`src/rtl/sha256_pkg.sv`:
```
// Shared definitions for the sha256 co-processor front-end.
//   padder_state_t : message padder FSM states
//   PAD_BYTE       : first byte appended after the message (0x80)
//   WORDS_PER_BLOCK: 32-bit words per 512-bit block
//   pad_mask()     : for a byte remainder sz[1:0], the mask keeping the
//                    valid leading message bytes of a partial word and the
//                    word carrying the pad byte right after them.
package sha256_pkg;

  typedef enum logic [2:0] {
    IDLE,
    FETCH,
    WAIT,
    EMIT,
    DONE
  } padder_state_t;

  localparam logic [7:0] PAD_BYTE = 8'h80;
  localparam int unsigned WORDS_PER_BLOCK = 16;

  typedef struct packed {
    logic [31:0] mask;
    logic [31:0] pad_word;
  } pad_mask_t;

  // Remainder 0 yields mask=0 and pad=0x80000000, so the same result also
  // forms the pad word when the message ends on a word boundary.
  function automatic pad_mask_t pad_mask(input logic [1:0] sz);
    pad_mask_t r;
    r.mask     = ~(32'hFFFF_FFFF >> {sz, 3'b000});
    r.pad_word = {PAD_BYTE, 24'h00_0000} >> {sz, 3'b000};
    return r;
  endfunction

endpackage

```
`src/rtl/sha256_msg_padder.sv`:
```
// SHA-256 message padder: reads a byte-sized message from a word-addressed
// SRAM, appends 0x80, zero fill and the 64-bit big-endian bit length, and
// streams the padded message one 32-bit word per valid/ready handshake.
// Ports:
//   clk, reset           clock, asynchronous active-high reset
//   start                begin a message (sampled only when idle)
//   message_addr, size   first word address and byte length of message
//   busy, done           busy from accepted start; done pulses at the end
//   mem_clk, mem_we,
//   mem_addr,
//   mem_read_data        read-only SRAM master (data one cycle after addr)
//   out_valid, out_ready output handshake
//   out_data             padded word, big-endian byte order
//   out_word_idx         word index within the 512-bit block
//   out_block_last       last word of a block
//   out_msg_last         last word of the padded message
module sha256_msg_padder
  import sha256_pkg::*;
#(
  parameter int unsigned ADDR_W = 16,
  parameter int unsigned SIZE_W = 32
) (
  input  logic              clk,
  input  logic              reset,
  input  logic              start,
  input  logic [SIZE_W-1:0] message_addr,
  input  logic [SIZE_W-1:0] size,
  output logic              busy,
  output logic              done,
  output logic              mem_clk,
  output logic              mem_we,
  output logic [ADDR_W-1:0] mem_addr,
  input  logic [31:0]       mem_read_data,
  output logic              out_valid,
  input  logic              out_ready,
  output logic [31:0]       out_data,
  output logic [3:0]        out_word_idx,
  output logic              out_block_last,
  output logic              out_msg_last
);

  // Word counters need SIZE_W-1 bits: the padded length of a maximal
  // message is just over 2^30 words.
  localparam int unsigned GW = SIZE_W - 1;

  padder_state_t     state;
  logic [ADDR_W-1:0] base;
  logic [SIZE_W-1:0] sz;
  logic [GW-1:0]     g;
  logic [GW-1:0]     full_words;
  logic [GW-1:0]     rd_words;
  logic [GW-1:0]     last_g;

  logic [GW-1:0]     st_full;
  logic [GW-1:0]     st_rd;
  logic [SIZE_W-6:0] st_blk;
  logic [GW-1:0]     st_last;

  pad_mask_t         pm;
  logic [31:0]       fill_word;
  logic [31:0]       mem_word;
  logic              tag_block_last;
  logic              tag_msg_last;

  logic [SIZE_W-ADDR_W-1:0] unused_addr_hi;

  assign mem_clk        = clk;
  assign mem_we         = 1'b0;
  assign unused_addr_hi = message_addr[SIZE_W-1:ADDR_W];

  // floor((sz+8)/64) is computed as floor(sz/64) + (sz%64 >= 56) so no
  // intermediate exceeds SIZE_W bits; total-1 is then {blocks-1, 4'hF}.
  always_comb begin
    st_full = {1'b0, size[SIZE_W-1:2]};
    st_rd   = st_full + GW'(size[1:0] != 2'b00);
    st_blk  = {1'b0, size[SIZE_W-1:6]} + (SIZE_W-5)'(size[5:0] >= 6'd56);
    st_last = {st_blk, 4'hF};
  end

  always_comb begin
    pm = pad_mask(sz[1:0]);

    // Words formed without a read: pad word on a word boundary, the two
    // length words at the end, zero fill elsewhere.
    fill_word = '0;
    if (g == full_words)
      fill_word = pm.pad_word;
    else if (g == last_g - GW'(1))
      fill_word = 32'(sz >> 29);
    else if (g == last_g)
      fill_word = 32'({sz, 3'b000});

    if (g < full_words)
      mem_word = mem_read_data;
    else
      mem_word = (mem_read_data & pm.mask) | pm.pad_word;

    tag_block_last = (g[3:0] == 4'(WORDS_PER_BLOCK - 1));
    tag_msg_last   = (g == last_g);
  end

  always_ff @(posedge clk or posedge reset) begin
    if (reset) begin
      state          <= IDLE;
      busy           <= 1'b0;
      done           <= 1'b0;
      mem_addr       <= '0;
      out_valid      <= 1'b0;
      out_data       <= '0;
      out_word_idx   <= '0;
      out_block_last <= 1'b0;
      out_msg_last   <= 1'b0;
      base           <= '0;
      sz             <= '0;
      g              <= '0;
      full_words     <= '0;
      rd_words       <= '0;
      last_g         <= '0;
    end else begin
      case (state)
        IDLE: begin
          done <= 1'b0;
          if (start) begin
            base       <= message_addr[ADDR_W-1:0];
            sz         <= size;
            full_words <= st_full;
            rd_words   <= st_rd;
            last_g     <= st_last;
            g          <= '0;
            busy       <= 1'b1;
            state      <= FETCH;
          end
        end

        FETCH: begin
          if (g < rd_words) begin
            mem_addr <= base + g[ADDR_W-1:0];
            state    <= WAIT;
          end else begin
            out_data       <= fill_word;
            out_word_idx   <= g[3:0];
            out_block_last <= tag_block_last;
            out_msg_last   <= tag_msg_last;
            out_valid      <= 1'b1;
            state          <= EMIT;
          end
        end

        WAIT: begin
          out_data       <= mem_word;
          out_word_idx   <= g[3:0];
          out_block_last <= tag_block_last;
          out_msg_last   <= tag_msg_last;
          out_valid      <= 1'b1;
          state          <= EMIT;
        end

        EMIT: begin
          if (out_ready) begin
            out_valid <= 1'b0;
            if (g == last_g) begin
              busy  <= 1'b0;
              done  <= 1'b1;
              state <= DONE;
            end else begin
              g     <= g + GW'(1);
              state <= FETCH;
            end
          end
        end

        DONE: begin
          done  <= 1'b0;
          state <= IDLE;
        end

        default: state <= IDLE;
      endcase
    end
  end

endmodule

```
`config.mk`:
```
export PLATFORM = sky130hd
export DESIGN_NAME = sha256_msg_padder
export DESIGN_NICKNAME = d
export VERILOG_FILES = /design/src/rtl/sha256_pkg.sv /design/src/rtl/sha256_msg_padder.sv
export SDC_FILE = /design/constraint.sdc
export NUM_CORES = 1
export LEC_CHECK = 0
export ABC_AREA = 1
export BUFFER_PORTS_ARGS = -buffer_cell sky130_fd_sc_hd__buf_2
export CAP_MARGIN = 20
export CELL_PAD_IN_SITES_DETAIL_PLACEMENT = 0
export CELL_PAD_IN_SITES_GLOBAL_PLACEMENT = 1
export CORE_MARGIN = 2
export CORE_UTILIZATION = 43
export CTS_CLUSTER_SIZE = 24
export DETAILED_ROUTE_END_ITERATION = 6
export PLACE_DENSITY = 0.79
export SKIP_CTS_REPAIR_TIMING = 1
export SYNTH_ARGS = -nofsm -noshare
export SYNTH_HDL_FRONTEND = slang
export SYNTH_SLANG_ARGS = --single-unit
```
`constraint.sdc`:
```
create_clock -name clk -period 7.9 [get_ports clk]
set_input_delay 1.58 -clock clk [delete_from_list [all_inputs] [get_ports clk]]
set_output_delay 1.58 -clock clk [all_outputs]
set_load 0.005 [all_outputs]
```
==> metrics.csv, run 1 <==
metric;value;unit
DR pass1 iterations;5;
CP endpoint kind;output pin;
Critical R2R Capture;out_data[31]$_DFFE_PP0P_;
Worst R2R Path Depth;14;
worst reg2reg startpoint;g[13]$_DFFE_PP0P_;
Power Density;308.3;nW/µm²
IO Pins;159;
crit start category;clock port;
worst path required time;6320;ps
DR vias;12816;
Area Overhead vs Synth;13.05;%
vias in the first global route;12198;
Worst R2R Setup Slack;3760;ps
hold_sp;out_data[31]$_DFFE_PP0P_;
TritonCTS clock tree;yes;
Yosys top cell by area;dfrtp_1;
global route overflow;0;
Slew Viols, Final;0;
Post-Synthesis Cells;1850;
Final nets;2159;
FF+latch count, synth;198;
Hold Path Class;register to register;
Fin. Hold Viols;0;
Max VDD drop;0.0001668;V
Slew HR;33.74;%
setup total negative slack;0;ps
Tot GR Track Use;28.42;%
post-place setup slack;2268;ps
Top FF cell, synth;dfrtp_1;
Die H;179.7;µm
leakage;7.362;nW
top cell type's share of synthesized area;37.32;%
Row Count;64;
critical path capture point;mem_clk;
# DRC;0;
largest net degree at the start of global routing;97;
Vias/cell;5.371;
DR WL/cell;18.91;µm
ys async rst share;100.0;%
Core Area;30510;µm²
RSZ-0062 raised after global routing;false;
CP max FO;2;
Setup Viol. Count Final;0;
number of DRC markers in iteration 0;1095;
DRT Wirelength;45.12;mm
post-layout util;49.19;%
PortBufs;141;
Final WS setup;2011;ps
Worst Setup SP;clk;
antenna cells;0;
Tightest Pin Transition;992.8;ps
Detailed Place HPWL;34.59;mm
count of cell types in the netlist;52;
status;finished, final reports clean;
first-pass GRT wire length;70.37;mm
CP Class;clock port to output pin;
number of warnings issued by yosys;0;
Skew-Pair Late Insertion Delay;590;ps
sequential share of the synthesized area;37.32;%
Max Cap Violations;0;
share of cells above drive strength 1;10.90;%
RD Place Congestion;0.9302;
die area;32290;µm²
Post-DRT Antenna Nets;0;
Mapped Nets;2032;
clk slew on worst S/H paths;80;ps
Die W;179.7;µm
Mapped Area;13280;µm²
Area contributors post-synth;dfrtp_1 37%, nand2_1 13%, ha_1 7.6%;
initial antenna violation count;0;
overall power;4.627;mW
tightest hold margin;477.6;ps
Initial Util;43.51;%
Post-synth EDFFs;0;
Avg Cell Area, Syn;7.176;µm²
skew final;17.29;ps
critical path arrival;4310;ps
[final cells by class]
cell class | instances | area, µm²
Sequential cell | 198 | 4955
Multi-Input combinational cell | 1375 | 7219
Clock inverter | 15 | 155.1
Fill cell | 3136 | 15500
Timing Repair Buffer | 154 | 818.3
Clock buffer | 21 | 505.5
Tap cell | 396 | 495.5
Inverter | 227 | 859.6
[worst min path at each step]
stage                                          end  slack (ps)  depth (start not counted)
final                     out_data[31]$_DFFE_PP0P_         480                          2
after CTS                 out_data[31]$_DFFE_PP0P_         480                          2
after global placement     mem_addr[0]$_DFFE_PP0P_         450                          2
after floorplan            rd_words[0]$_DFFE_PP0P_         450                          2
after global routing      out_data[18]$_DFFE_PP0P_         510                          2
after detailed placement  out_data[31]$_DFFE_PP0P_         460                          2
[cell usage in the layout, fill, tap and decap left out, types with 2 or more instances in the layout]
cell type	instances
o31ai_1	4
clkinv_8	2
buf_4	13
o311ai_0	6
clkinv_4	2
nor4_1	13
clkinvlp_4	3
buf_2	141
a31oi_1	4
inv_8	6
nand4_1	43
or2_2	4
nor3_2	3
nor2_2	2
nor3_1	35
clkbuf_16	20
ha_1	81
nor2_1	260
a21oi_1	82
inv_2	7
nand3_1	85
o21bai_1	9
o22ai_1	2
o21ai_0	113
a22oi_1	18
nor2_4	4
dfrtp_1	198
o211ai_1	10
nand2_1	462
o21a_1	5
xnor2_1	20
nand3b_1	4
xor2_1	53
inv_6	3
o21ai_1	32
inv_1	219
o221ai_1	4
[sequential cells by signal, indices dropped and copies added, names as in the netlist, 3 cells and up]
signal        flops
base             16
state             3
g                31
rd_words         31
mem_addr         16
out_word_idx      4
sz               32
last_g           28
out_data         32
[power by group]
| part | internal [mW] | total [mW] | switching (mW) | leakage [nW] |
|---|---|---|---|---|
| clock network | 0.491 | 0.973 | 0.483 | 0.317 |
| registers | 1.40 | 1.68 | 0.283 | 2.49 |
| logic | 0.693 | 1.97 | 1.28 | 4.55 |
| total | 2.58 | 4.63 | 2.05 | 7.36 |
[synth_stat cells, drive strengths merged, types with 2 or more instances]
library cell,n
nand2,464
inv,226
o22ai,2
nor4,13
a21oi,83
o221ai,4
a22oi,18
or2,5
nor2,266
o21ai,146
buf,20
o21bai,9
o211ai,10
o31ai,4
ha,81
xor2,53
nand3,85
a31oi,4
xnor2,21
o21a,5
nand3b,4
nand4,43
clkbuf,30
o311ai,6
dfrtp,198
nor3,38
[worst max-delay path, cell delays in order]
cell and delay [ps]:
clkbuf_16 120, clkbuf_16 130, buf_2 110
[cells by family after synthesis]
| group | share of synthesized area, % |
|---|---|
| compound gates | 12.58 |
| simple gates | 28.95 |
| other cells | 0.02825 |
| buf+inv | 8.388 |
| xor+xnor | 4.939 |
| flops | 37.32 |
| fa+ha+maj | 7.785 |
[per-stage QoR]
step | area, µm² | cells
2_1_floorplan | 13280 | 1850
3_3_place_gp | 14330 | 2349
3_5_place_dp | 14330 | 2350
4_1_cts | 14990 | 2385
5_1_grt | 15010 | 2386
6_report | 15010 | 2386
[routing by layer]
layer | global-route usage (%) | wire [µm]
met5 | 0 | 0
met4 | 12.65 | 1854
met3 | 5.855 | 2923
met2 | 44.12 | 20280
met1 | 38.33 | 20060
Note: power is estimated with default switching activity, not from simulation.
==> run 2, diff against run 1 <==
--- a/config.mk
+++ b/config.mk
@@ -11,10 +11,10 @@
 export CELL_PAD_IN_SITES_DETAIL_PLACEMENT = 0
 export CELL_PAD_IN_SITES_GLOBAL_PLACEMENT = 1
 export CORE_MARGIN = 2
-export CORE_UTILIZATION = 43
+export CORE_UTILIZATION = 39
 export CTS_CLUSTER_SIZE = 24
 export DETAILED_ROUTE_END_ITERATION = 6
-export PLACE_DENSITY = 0.79
+export PLACE_DENSITY = 0.75
 export SKIP_CTS_REPAIR_TIMING = 1
 export SYNTH_ARGS = -nofsm -noshare
 export SYNTH_HDL_FRONTEND = slang
==> constraint.sdc (replaced) <==
create_clock -name clk -period 5 [get_ports clk]
set_input_delay 1 -clock clk [delete_from_list [all_inputs] [get_ports clk]]
set_output_delay 1 -clock clk [all_outputs]
set_load 0.005 [all_outputs]
==> run 2 against run 1 <==
Effect of this change: setup slack got worse by 870 ps; die area increased by 10%; sequential cell count unchanged; global-route usage decreased by 1.5 points; hold slack improved by 1.6 ps; final area increased by 0.83%; via count decreased by 0.65%; count of clock-buffer cells in the layout increased by 1; register-to-register slack got worse by 2000 ps; critical path depth unchanged; largest cell class unchanged; largest power group unchanged.
==> metrics.csv, run 2 (synthesis results as in run 1) <==
metric;value;unit
Power Density;488.5;nW/µm²
Final nets;2161;
Logic pwr share;42.6;%
IO Pins;159;
overall power;7.392;mW
first-pass GRT wire length;72.33;mm
Die H;188.5;µm
DRT Wirelength;46.21;mm
setup total negative slack;0;ps
post-place setup slack;1212;ps
Skew-Pair Late Insertion Delay;580;ps
Switching Fraction;43.93;%
Hold Path Class;register to register;
Crit-path slowest cell;clkbuf_16;
Initial Util;39.59;%
CP max FO;2;
RD Place Congestion;0.9228;
number of DRC markers in iteration 0;880;
Largest stage delay, worst path;120;ps
Row Count;67;
Die W;188.5;µm
CP Class;clock port to output pin;
sequential share of power;36.0;%
vias in the first global route;12509;
leakage;7.396;nW
DR WL/cell;18.94;µm
Tot GR Track Use;26.88;%
RSZ-0062 raised after global routing;false;
commonest cells after routing, fill and taps aside;461 x nand2_1, 260 x nor2_1, 219 x inv_1, 198 x dfrtp_1, 141 x buf_2;
P_sw;3.247;mW
Area Overhead vs Synth;13.99;%
CP endpoint kind;output pin;
skew final;15.15;ps
Slew HR;34.37;%
clock power share;21.4;%
die area;35530;µm²
Fin. Hold Viols;0;
Setup Viol. Count Final;0;
critical path arrival;2860;ps
crit start category;clock port;
TritonCTS clock tree;yes;
status;finished, final reports clean;
Detailed Place HPWL;35.46;mm
worst path required time;4000;ps
initial antenna violation count;0;
DR pass1 iterations;6;
antenna cells;0;
Critical Path, Cell by Cell;clkbuf_16, clkbuf_16, buf_2;
cell mode on critical path;clkbuf_16;
top flop regs;out_data: 32 flops, sz: 32 flops;
Max Cap Violations;0;
Slew Viols, Final;0;
Final WS setup;1142;ps
DR vias;12733;
Max VDD drop;0.0002743;V
PortBufs;141;
# DRC;0;
largest net degree at the start of global routing;126;
commonest non-fill, non-tap cell in the layout;nand2_1;
Post-DRT Antenna Nets;0;
Tightest Pin Transition;983.4;ps
clk slew on worst S/H paths;70;ps
P_int;4.144;mW
global route overflow;0;
post-layout util;45.13;%
Vias/cell;5.218;
share of cells above drive strength 1;11.04;%
Core Area;33530;µm²
-- run 2: critical path, delay by kind of cell --
kind                   cells  cell delay [ps]
buffers and inverters      3              350
-- run 2: layout make-up --
type | instances | area [µm²]
Fill cell | 3564 | 18400
Multi-Input combinational cell | 1375 | 7222
Sequential cell | 198 | 4955
Timing Repair Buffer | 156 | 858.3
Inverter | 227 | 855.8
Tap cell | 448 | 560.5
Clock buffer | 22 | 519.2
Clock inverter | 14 | 161.4
-- run 2: per-stage QoR --
step,std cells,cell area [µm²],hold slack (ps)
finish,2440,15130,479.2
global route,2440,15130,501.7
CTS,2439,15110,485.4
detailed placement,2404,14440,464.7
global placement,2404,14440,457.2
floorplan,1850,13280,449.2
-- run 2: final timing paths --
| check | startpoint | endpoint | slack [ps] | cells after the start |
|---|---|---|---|---|
| max in group asynchronous | reset | rd_words[15]$_DFFE_PP0P_ | 3360 | 3 |
| hold / removal | mem_addr[0]$_DFFE_PP0P_ | mem_addr[0]$_DFFE_PP0P_ | 480 | 2 |
| min in group asynchronous | reset | g[27]$_DFFE_PP0P_ | 540 | 2 |
| setup reg to reg | g[13]$_DFFE_PP0P_ | out_data[23]$_DFFE_PP0P_ | 1750 | 13 |
| setup / recovery | clk | mem_clk | 1140 | 3 |
| hold reg to reg | mem_addr[0]$_DFFE_PP0P_ | mem_addr[0]$_DFFE_PP0P_ | 480 | 2 |
-- run 2: routing by layer --
| layer | vias to the layer above | track usage, % | part of all wire, % | routed length (µm) |
|---|---|---|---|---|
| li1 | 6312 | - | - | - |
| met1 | 6017 | 36.27 | 46 | 21290 |
| met2 | 338 | 43.75 | 47 | 21560 |
| met3 | 66 | 3.613 | 4.3 | 1992 |
| met4 | 0 | 10.52 | 2.9 | 1362 |
| met5 | - | 0 | 0 | 0 |
-- run 2: power by group through the flow --
| stage | Combinational (mW) | Sequential, mW | Clock (mW) |
|---|---|---|---|
| 2_1_floorplan | 2.22 | 2.55 | 0.0130 |
| 3_3_place_gp | 3.08 | 2.68 | 0.00869 |
| 3_5_place_dp | 3.13 | 2.69 | 0.00869 |
| 4_1_cts | 3.15 | 2.66 | 1.61 |
| 5_1_grt | 3.61 | 2.73 | 1.67 |
| 6_report | 3.15 | 2.66 | 1.58 |
==> run 3, diff against run 2 <==
--- a/config.mk
+++ b/config.mk
@@ -5,16 +5,16 @@
 export SDC_FILE = /design/constraint.sdc
 export NUM_CORES = 1
 export LEC_CHECK = 0
-export ABC_AREA = 1
+export ABC_AREA = 0
 export BUFFER_PORTS_ARGS = -buffer_cell sky130_fd_sc_hd__buf_2
 export CAP_MARGIN = 20
 export CELL_PAD_IN_SITES_DETAIL_PLACEMENT = 0
 export CELL_PAD_IN_SITES_GLOBAL_PLACEMENT = 1
 export CORE_MARGIN = 2
-export CORE_UTILIZATION = 39
+export CORE_UTILIZATION = 45
 export CTS_CLUSTER_SIZE = 24
 export DETAILED_ROUTE_END_ITERATION = 6
-export PLACE_DENSITY = 0.75
+export PLACE_DENSITY = 0.8
 export SKIP_CTS_REPAIR_TIMING = 1
 export SYNTH_ARGS = -nofsm -noshare
 export SYNTH_HDL_FRONTEND = slang
==> constraint.sdc (replaced) <==
create_clock -name clk -period 3.8 [get_ports clk]
set_input_delay 0.76 -clock clk [delete_from_list [all_inputs] [get_ports clk]]
set_output_delay 0.76 -clock clk [all_outputs]
set_load 0.005 [all_outputs]
==> run 3 against run 2 <==
Effect of this change: die area is 20% lower; critical path depth is 8 higher; largest cell class unchanged; area after synthesis is 8.3% lower; routed wire length is 21% lower; global-route usage is 0.60 points lower; sequential share of layout area is 2.5 points higher; sequential cell count stayed put.
==> metrics.csv, run 3 <==
metric;value;unit
status;finished, final reports clean;
DRT Wirelength;36.47;mm
initial antenna violation count;2;
FF+latch count, synth;198;
Tightest Pin Transition;978.9;ps
Mapped Area;12180;µm²
Max Cap Violations;0;
Vias/cell;5.589;
Critical Path, Cell by Cell;inv_1, ha_1, or4b_2, or4_1, buf_4, xnor2_1, nor3_1, a21oi_1, a2111oi_2, nand4b_1, o21ai_1;
Hold Path Class;input port to async pin;
TritonCTS clock tree;yes;
Tot GR Track Use;26.27;%
Skew-Pair Late Insertion Delay;550;ps
share of cells above drive strength 1;15.92;%
Die H;168.5;µm
# DRC;0;
clk slew on worst S/H paths;90;ps
Post-synth EDFFs;0;
Slew Viols, Final;0;
die area;28390;µm²
number of warnings issued by yosys;0;
Final Instance Area;14060;µm²
setup total negative slack;0;ps
vias in the first global route;10150;
Top FF cell, synth;dfrtp_1;
Final Cycle Share;93.62;%
DR vias;10540;
Final nets;1714;
DR pass1 iterations;5;
leakage;6.560;nW
RSZ-0062 raised after global routing;false;
commonest cells after routing, fill and taps aside;247 x nand2_1, 198 x dfrtp_1, 146 x o21ai_0, 141 x buf_2, 82 x nor2_1;
top flop regs;out_data: 32 flops, sz: 32 flops;
Yosys top cell by area;dfrtp_1;
Area contributors post-synth;dfrtp_1 41%, ha_1 8.3%, nand2_1 7.6%;
Crit-path slowest cell;or4b_2;
PortBufs;141;
Fin. Hold Viols;0;
CP max FO;6;
ys async rst share;100.0;%
Core Area;26730;µm²
WP buf/inv;2;
skew final;17.59;ps
count of cell types in the netlist;69;
global route overflow;0;
top-count cell post-synth;nand2_1;
Row Count;60;
dpl cell area;13370;µm²
Post-DRT Antenna Nets;0;
antenna cells;0;
Power Density;638.2;nW/µm²
largest net degree at the start of global routing;83;
Max VDD drop;0.0002982;V
worst path required time;4280;ps
Area Overhead vs Synth;15.45;%
Mapped Nets;1587;
RD Place Congestion;0.8889;
Detailed Place HPWL;27.48;mm
max frequency;281.1;MHz
Post-Synthesis Cells;1405;
sequential share of the synthesized area;40.69;%
Setup Viol. Count Final;0;
CP endpoint kind;register;
first-pass GRT wire length;57.58;mm
commonest non-fill, non-tap cell in the layout;nand2_1;
CP Class;register to register;
IO Pins;159;
fill count;2600;
crit start category;register;
Initial Util;45.56;%
DR WL/cell;19.34;µm
top cell type's share of synthesized area;40.69;%
critical path arrival;4040;ps
Largest stage delay, worst path;670;ps
number of DRC markers in iteration 0;814;
Die W;168.5;µm
Avg Cell Area, Syn;8.666;µm²
post-layout min period;3557;ps
Slew HR;34.74;%
delay-heaviest family, CP;simple AND/OR/NAND/NOR gates;
Synth top cells by count;247 x nand2_1, 198 x dfrtp_1, 146 x o21ai_0;
run 3: kinds of logic (layout without fill, tap and decap cells):
| family | Yosys count | count (layout) | share of synthesized area (%) |
|---|---|---|---|
| adders and majority gates | 82 | 82 | 8.488 |
| buffers and inverters | 152 | 292 | 4.830 |
| and+or+nand+nor | 528 | 528 | 20.55 |
| DFF | 198 | 198 | 40.69 |
| xor gates and xnor gates | 137 | 137 | 9.855 |
| AOI/OAI and AO/OA | 296 | 296 | 14.57 |
| muxes | 11 | 11 | 0.9763 |
| other | 1 | 1 | 0.03080 |
run 3: final timing paths:
check | from | endpoint | slack [ps] | depth (start not counted)
max | last_g[4]$_DFFE_PP0P_ | out_data[2]$_DFFE_PP0P_ | 240 | 11
min | reset | mem_addr[3]$_DFFE_PP0P_ | 260 | 2
max reg2reg | last_g[4]$_DFFE_PP0P_ | out_data[2]$_DFFE_PP0P_ | 240 | 11
min reg2reg | out_word_idx[1]$_DFFE_PP0P_ | out_word_idx[1]$_DFFE_PP0P_ | 480 | 2
max in group asynchronous | reset | out_data[31]$_DFFE_PP0P_ | 2620 | 3
min in group clk | message_addr[5] | base[5]$_DFFE_PP0P_ | 390 | 3
run 3: worst reg2reg max path, stage by stage (launching register included):
cell and delay (ps):
dfrtp_1 450, inv_1 100, ha_1 250, or4b_2 670, or4_1 600, buf_4 200, xnor2_1 120, nor3_1 160
a21oi_1 80, a2111oi_2 350, nand4b_1 300, o21ai_1 200
run 3: report_power, final:
group | total [mW] | internal (mW) | switching (mW)
sequential | 3.66 | 2.90 | 0.756
clock | 2.04 | 1.04 | 1.00
combinational | 3.27 | 1.37 | 1.90
total | 8.97 | 5.31 | 3.66
run 3: area by class of cell:
type | instances | area (µm²) | share of cell area [%]
Multi-Input combinational cell | 1055 | 6656 | 47.36
Sequential cell | 198 | 4955 | 35.25
Timing Repair Buffer | 181 | 1046 | 7.442
Clock buffer | 22 | 509.2 | 3.623
Tap cell | 341 | 426.7 | 3.035
Inverter | 75 | 285.3 | 2.030
Clock inverter | 14 | 177.7 | 1.264
run 3: through the flow:
stage / std cells / setup slack [ps] / power (mW) / hold WS (ps) / utilization [%]
finish: 1886 / 242.5 / 8.971 / 255.7 / 52.59
global route: 1886 / 25.95 / 9.663 / 260.1 / 52.59
CTS: 1886 / 239.9 / 8.990 / 252.5 / 52.59
detailed placement: 1851 / 251.4 / 6.949 / 459.3 / 50.04
global placement: 1851 / 334.7 / 6.840 / 456.8 / 50.04
floorplan: 1405 / 479.6 / 5.788 / 437.9 / -
run 3: layer usage:
layer | wire length [µm] | vias up | global-route usage [%]
li1 | - | 5125 | -
met5 | 10 | - | 0
met4 | 820 | 2 | 8.283
met3 | 2437 | 47 | 4.816
met2 | 15840 | 337 | 39.42
met1 | 17370 | 5029 | 38.54
